`src/rtl/limber_uart_tx_fifo_rd.sv`:
```
// ---------------------------------------------------------------------------
// limber_uart_tx_fifo_rd
//
// UART transmitter that drains the read port of a limber_gnrl_fifo_syn.
// One FIFO word is popped per frame and sent on txd as: start bit, DW data
// bits LSB first, an optional parity bit, and one stop bit. A new word may be
// popped in the last cycle of the stop bit, so queued frames go out with no
// idle gap between them.
//
// Ports:
//   clk         system clock
//   rst         synchronous reset, active-high
//   baud_div    clocks per bit minus 1, latched at each pop
//   tx_en       permit new frames; a frame in flight always completes
//   fifo_empty  FIFO empty flag
//   fifo_dout   FIFO read data at the current read pointer
//   fifo_ren    FIFO pop strobe, one cycle per word
//   txd         registered serial output, idle high
//   busy        frame in progress
//   frame_done  one-cycle pulse in the last cycle of the stop bit
// ---------------------------------------------------------------------------
module limber_uart_tx_fifo_rd #(
    parameter int unsigned DW         = 8,
    parameter int unsigned DIV_W      = 16,
    parameter bit          PARITY_EN  = 1'b0,
    parameter bit          PARITY_ODD = 1'b0
) (
    input  logic             clk,
    input  logic             rst,
    input  logic [DIV_W-1:0] baud_div,
    input  logic             tx_en,
    input  logic             fifo_empty,
    input  logic [DW-1:0]    fifo_dout,
    output logic             fifo_ren,
    output logic             txd,
    output logic             busy,
    output logic             frame_done
);

    localparam int unsigned   BW      = (DW > 1) ? $clog2(DW) : 1;
    localparam logic [BW-1:0] LastBit = BW'(DW - 1);

    typedef enum logic [2:0] {
        StIdle,
        StStart,
        StData,
        StParity,
        StStop
    } state_t;

    state_t state_q, state_d;

    logic [DIV_W-1:0] baud_cnt_q, baud_cnt_d;
    logic [DIV_W-1:0] div_q, div_d;
    logic [BW-1:0]    bit_cnt_q, bit_cnt_d;
    logic [DW-1:0]    shift_q, shift_d;
    logic             par_q, par_d;
    logic             txd_q, txd_d;

    logic bit_end;
    logic last_bit;
    logic pop;

    assign bit_end  = (baud_cnt_q == div_q);
    assign last_bit = (bit_cnt_q == LastBit);

    // Gated by rst so a reset cycle can never consume a FIFO word.
    assign pop = ~rst & tx_en & ~fifo_empty &
                 ((state_q == StIdle) | ((state_q == StStop) & bit_end));

    // -----------------------------------------------------------------------
    // FSM state register
    // -----------------------------------------------------------------------
    always_ff @(posedge clk) begin
        if (rst) begin
            state_q <= StIdle;
        end else begin
            state_q <= state_d;
        end
    end

    // -----------------------------------------------------------------------
    // FSM next-state logic
    // -----------------------------------------------------------------------
    always_comb begin
        state_d = state_q;
        unique case (state_q)
            StIdle: begin
                if (pop) begin
                    state_d = StStart;
                end
            end
            StStart: begin
                if (bit_end) begin
                    state_d = StData;
                end
            end
            StData: begin
                if (bit_end && last_bit) begin
                    state_d = PARITY_EN ? StParity : StStop;
                end
            end
            StParity: begin
                if (bit_end) begin
                    state_d = StStop;
                end
            end
            StStop: begin
                if (bit_end) begin
                    state_d = pop ? StStart : StIdle;
                end
            end
            default: state_d = StIdle;
        endcase
    end

    // -----------------------------------------------------------------------
    // FSM outputs
    // -----------------------------------------------------------------------
    always_comb begin
        fifo_ren   = pop;
        busy       = (state_q != StIdle);
        frame_done = (state_q == StStop) & bit_end;
        txd        = txd_q;
    end

    // -----------------------------------------------------------------------
    // Datapath next-state
    // -----------------------------------------------------------------------
    always_comb begin
        baud_cnt_d = baud_cnt_q;
        div_d      = div_q;
        bit_cnt_d  = bit_cnt_q;
        shift_d    = shift_q;
        par_d      = par_q;

        if (pop || (state_q == StIdle) || bit_end) begin
            baud_cnt_d = '0;
        end else begin
            baud_cnt_d = baud_cnt_q + DIV_W'(1);
        end

        if (pop) begin
            div_d     = baud_div;
            shift_d   = fifo_dout;
            bit_cnt_d = '0;
            par_d     = 1'b0;
        end else if ((state_q == StData) && bit_end) begin
            shift_d   = shift_q >> 1;
            par_d     = par_q ^ shift_q[0];
            bit_cnt_d = last_bit ? '0 : bit_cnt_q + BW'(1);
        end

        // txd is registered from the upcoming state so it lines up with state_q.
        unique case (state_d)
            StStart:  txd_d = 1'b0;
            StData:   txd_d = shift_d[0];
            StParity: txd_d = par_d ^ PARITY_ODD;
            default:  txd_d = 1'b1;
        endcase
    end

    // -----------------------------------------------------------------------
    // Datapath registers
    // -----------------------------------------------------------------------
    always_ff @(posedge clk) begin
        if (rst) begin
            baud_cnt_q <= '0;
            div_q      <= '0;
            bit_cnt_q  <= '0;
            shift_q    <= '0;
            par_q      <= 1'b0;
            txd_q      <= 1'b1;
        end else begin
            baud_cnt_q <= baud_cnt_d;
            div_q      <= div_d;
            bit_cnt_q  <= bit_cnt_d;
            shift_q    <= shift_d;
            par_q      <= par_d;
            txd_q      <= txd_d;
        end
    end

endmodule
```
`config.mk`:
```
export PLATFORM = sky130hd
export DESIGN_NAME = limber_uart_tx_fifo_rd
export DESIGN_NICKNAME = d
export VERILOG_FILES = /design/src/rtl/limber_uart_tx_fifo_rd.sv
export SDC_FILE = /design/constraint.sdc
export NUM_CORES = 1
export LEC_CHECK = 0
export CAP_MARGIN = 20
export CORE_ASPECT_RATIO = 1.5
export CORE_MARGIN = 5
export CORE_UTILIZATION = 60
export CTS_BUF_LIST = sky130_fd_sc_hd__clkbuf_4 sky130_fd_sc_hd__clkbuf_8
export CTS_CLUSTER_SIZE = 10
export DETAILED_ROUTE_END_ITERATION = 7
export GPL_TIMING_DRIVEN = 0
export PLACE_DENSITY = 0.85
export SLEW_MARGIN = 5
export SYNTH_ARGS = -nofsm -noshare
export SYNTH_HDL_FRONTEND = slang
export SYNTH_SLANG_ARGS = --single-unit
```
`constraint.sdc`:
```
create_clock -name clk -period 2.7 [get_ports clk]
set_input_delay 0.54 -clock clk [delete_from_list [all_inputs] [get_ports clk]]
set_output_delay 0.54 -clock clk [all_outputs]
set_load 0.005 [all_outputs]
```
Yosys cells after proc, flatten, opt, wreduce, memory -nomap -nowiden
Cells that the tools add are included.
W data, S select, Z words.
{"block": "word_totals", "regBits": 48, "latchBits": 0, "ram_bits": 0, "mem_bits_ro": 0, "inputBits": 28, "output_inout_bits": 4, "elab_cells": 49, "n_memories": 0}
{"block": "op_classes", "addsub": 2, "n_mul": 0, "n_div": 0, "order_cmp": 0, "n_eq_ne": 9, "shift": 0, "muxes": 13, "bitwise_logic": 8, "n_reduce_logical": 9}
{"operator": "$mux W3", "n": 6}
{"operator": "$add A16 B1 Y16 const B", "n": 1}
{"operator": "$eq A16 B16 Y1", "n": 1}
{"operator": "$mux W8", "n": 2}
{"operator": "$pmux W3 S5", "n": 1}
{"operator": "$eq A3 B2 Y1 const B", "n": 4}
{"operator": "$eq A3 B1 Y1 const B", "n": 2}
{"operator": "$eq A3 B3 Y1 const B", "n": 2}
{"operator": "$and A1 B1 Y1", "n": 4}
{"operator": "$reduce_or A2 Y1", "n": 2}
{"operator": "$add A3 B1 Y3 const B", "n": 1}
{"operator": "$logic_not A3 Y1", "n": 1}
{"operator": "$mux W1", "n": 3}
{"operator": "$pmux W1 S3", "n": 1}
{"operator": "$reduce_bool A3 Y1", "n": 1}
{"operator": "$logic_and A1 B1 Y1", "n": 2}
{"operator": "$logic_or A1 B1 Y1", "n": 2}
{"operator": "$not A1 Y1", "n": 2}
{"operator": "$reduce_bool A2 Y1", "n": 1}
{"operator": "$or A1 B1 Y1", "n": 1}
{"operator": "$xor A1 B1 Y1", "n": 1}

Longest topological paths before layout
{"block": "depth", "depth_word": 9, "mapped_depth": 9, "mapped_depth_nobuf": 7}

Least setup slack after synthesis
Ideal clock, no wire load.
{"block": "synth_path", "path_kind": "register -> output", "from": "reg baud_cnt_q[2]", "to": "out fifo_ren", "t_arrival_ns": 1.461, "required_time_ns": 2.160, "setup_slack_ns": 0.699, "stages_incl_launch_ff": 8, "path_buffers": 2, "path_cell_list": "dfxtp_1 buf_6 xor2_2 nor4_2 nand4_2 a21o_2 inv_1 buf_2"}
{"block": "synth_via", "elab_chain_cells": 4}
{"item": "from (decl)", "line_no": "53", "text": "logic [DIV_W-1:0] baud_cnt_q, baud_cnt_d;"}
{"item": "from (signal assigned)", "line_no": "175", "text": "baud_cnt_q <= baud_cnt_d;"}
{"item": "$eq A16 B16 Y1", "line_no": "64", "text": "assign bit_end = (baud_cnt_q == div_q);"}
{"item": "$and A1 B1 Y1", "line_no": "69", "text": "((state_q == StIdle) | ((state_q == StStop) & bit_end));"}
{"item": "$or A1 B1 Y1", "line_no": "69"}
{"item": "$and A1 B1 Y1", "line_no": "68", "text": "assign pop = ~rst & tx_en & ~fifo_empty &"}
{"item": "to (decl)", "line_no": "34", "text": "output logic fifo_ren,"}
No other way between the ends.

Final worst setup path
{"block": "layout_path", "from": "reg baud_cnt_q[12]", "to": "out fifo_ren"}
Same word-level chain as after synthesis.

==> flow_metrics.env <==
export IMPL_fin_ws_ns=0.0641
export IMPL_htree_levels=2
export IMPL_final_area_mm2=0.00275
export IMPL_hp_start="div_q[12]"
export IMPL_yosysWarnings=0
export IMPL_ios=32
export IMPL_synth_simple_gate_area_share_pct=24.2
export IMPL_place_area_mm2=0.00259
export IMPL_syn_area_per_cell_um2=8.77
export IMPL_path_class="flip-flop to primary output"
export IMPL_drive_gt1_share_pct=14.0
export IMPL_antenna_left=0
export IMPL_clkTransAtPathRegs_ns=0.09
export IMPL_finalNetCount=329
export IMPL_numPortBuffers=30
export IMPL_dieWidth_um=59.8
export IMPL_cts_tree="done"
export IMPL_antenna_found_initial=0
export IMPL_slew_violations=0
export IMPL_synth_seq_cells=48
export IMPL_synth_common_cells="48 x dfxtp_1, 43 x nand2_1, 30 x nor2_1"
export IMPL_clock_latency_ns=0.30
export IMPL_dr_pass1_iters=4
export IMPL_rrSetupSlack_ns=0.38
export IMPL_grt_pass1_wl_um=8490
export IMPL_regToRegStartpoint="baud_cnt_q[12]"
export IMPL_setup_viol=0
export IMPL_fill_cells=257
export IMPL_whs_path_depth=2
export IMPL_synth_compound_area_share_pct=11.5
export IMPL_start_kind="flip-flop"
export IMPL_place_hpwl_um=3610
export IMPL_ff2ff_path_depth=9
export IMPL_min_period_ns=2.64
export IMPL_grt_pass1_vias=1957
export IMPL_rows=27
export IMPL_diodes=0
export IMPL_p_per_area_mw_per_mm2=510
export IMPL_synth_top_family_by_area="simple AND/OR/NAND/NOR gates"
export IMPL_skew_ns=0.00796
export IMPL_yosysMostFrequentCell="dfxtp_1"
export IMPL_syn_area_mm2=0.00224
export IMPL_fp_dieArea_mm2=0.00507
export IMPL_hold_viol_final=0
export IMPL_synth_edf_count=0
export IMPL_r2r_end="txd"
export IMPL_syn_nets=286
export IMPL_synth_top_area_share_pct=43.0
export IMPL_cts_buffers=5
export IMPL_end_kind="primary output"
export IMPL_drtIter0Drc=64
export IMPL_synth_main_ff_cell="dfxtp_1"
export IMPL_die_y_um=84.8
export IMPL_worstPathRequired_ns=2.16
export IMPL_areaGrowthSynthToFinish_pct=22.9
export IMPL_crit_arrival_ns=2.10
export IMPL_tightest_slew_ns=0.543
export IMPL_synth_area_mux_share_pct=3.64
export IMPL_wl_per_cell_um=14.8
export IMPL_synthTopCellsByArea="dfxtp_1 43%, xor2_1 9.0%, nand2_1 7.2%, nor2_1 5.0%, a21oi_1 4.3%"
export IMPL_status="finished, final reports clean"
export IMPL_wl_um=5050
export IMPL_synth_cell_types=41
export IMPL_whs_ns=0.469
export IMPL_avgViaCountPerCell=5.55
export IMPL_maxCapViolations=0
export IMPL_gp_congestion=0.879
export IMPL_finalCritPeriodShare_pct=97.6
export IMPL_track_usage_pct=21.9
export IMPL_vias=1897
export IMPL_clock_sinks=48
export IMPL_relSlewSlack_pct=63.5
export IMPL_path_max_fanout=4
export IMPL_grt_max_degree=15
export IMPL_async_reset_ff_share_pct=0
export IMPL_core_area_mm2=0.00365
export IMPL_synth_cells=255
export IMPL_yosys_area_top_type="dfxtp_1"
export IMPL_min_path_type="flip-flop to flip-flop"
export IMPL_clock_tree_root_cell="clkbuf_8"
export IMPL_yosysSeqAreaShare_pct=43.0
export IMPL_start_util_pct=61.3
export IMPL_place_ws_ns=-0.222
export IMPL_overflow=0
export IMPL_holdPathEnd="div_q[12]"
export IMPL_p_leak_uw=0.00111
export IMPL_clock_path_buffers=2
export IMPL_synth_fa_ha_area_share_pct=1.68
export IMPL_synth_xor_area_share_pct=12.1
export IMPL_clock_fmax_mhz=379
export IMPL_drc=0
export IMPL_peakVddDrop_uv=476
## through the flow
stage	TNS [ns]	std cells	util (%)	total power [uW]
after floorplan	0	255	-	856
after global placement	-0.201	328	71.0	926
after detailed placement	-0.222	328	71.0	928
after CTS	0	341	75.0	1400
after global routing	-0.0301	342	75.3	1460
final	0	342	75.3	1400
## routing by layer
metal / track usage [%] / routed length, um
met1: 23.7 / 1970
met2: 37.5 / 2660
met4: 11.7 / 218
met3: 5.38 / 187
met5: 0 / 0
## area by class of cell
type	instances	area (um2)	share of cell area, %
Multi-Input combinational cell	189	1190	43.1
Inverter	4	15.0	0.546
Tap cell	43	53.8	1.96
Sequential cell	48	968	35.2
Clock buffer	7	90.1	3.28
Clock inverter	1	7.51	0.273
Buffer	14	80.1	2.91
Timing Repair Buffer	36	348	12.7
## cell usage in the layout, fill, tap and decap left out, types with 2 or more instances in the layout
cell type        instances
xor2_1                  23
inv_1                    3
a21oi_1                 19
buf_6                    4
nor2b_1                  2
nor2_1                  30
buf_4                    6
dfxtp_1                 42
and3_1                   3
clkbuf_8                 6
ha_1                     3
dfxtp_2                  6
o21ai_0                  4
nor4_2                   4
clkbuf_1                 8
nand3_1                 11
nand2_1                 43
clkdlybuf4s50_1         28
mux2i_1                  7
nand4_1                  2
or3_1                    2
xnor2_1                  6
nor3_1                   2
a211oi_1                10
## registers in the layout, summed over array words and instances (netlist names)
name / cells
baud_cnt_q: 16
bit_cnt_q: 3
div_q: 16
par_q: 1
shift_q: 8
state_q: 3
txd: 1
## where the power goes
group / internal [uW] / switching [uW]
combinational: 115 / 89.7
sequential: 727 / 14.5
clock: 218 / 237
## logic make-up (layout without fill, tap and decap cells)
logic type | after synthesis | count (layout)
xor+xnor | 30 | 30
simple gates | 108 | 108
buf+inv | 18 | 62
flops | 48 | 48
fa+ha+maj | 3 | 3
mux | 8 | 8
compound gates | 40 | 40
## worst max-delay path: stages (launching register included)
cell,delay [ns]
dfxtp_2,0.35
xor2_1,0.15
nor4_2,0.37
nand4_2,0.17
buf_4,0.17
a21o_2,0.20
inv_2,0.08
buf_6,0.10
clkdlybuf4s15_1,0.19
## worst max path at each step
stage	to	depth (start not counted)	slack [ns]	start
5_1_grt	frame_done	8	-0.02	div_q[12]
2_1_floorplan	fifo_ren	7	0.70	baud_cnt_q[2]
3_3_place_gp	fifo_ren	7	-0.20	fifo_empty
4_1_cts	fifo_ren	8	0.05	baud_cnt_q[11]
3_5_place_dp	fifo_ren	7	-0.22	fifo_empty
6_report	fifo_ren	8	0.06	baud_cnt_q[12]
## repair_timing
action,4_1_cts,5_1_grt
resized for setup,10,3
setup buffers,5,1
endpoints found under the setup margin,2,1
hold buffers,0,0
pin swaps,3,2
(Power assumes the default switching activity.)
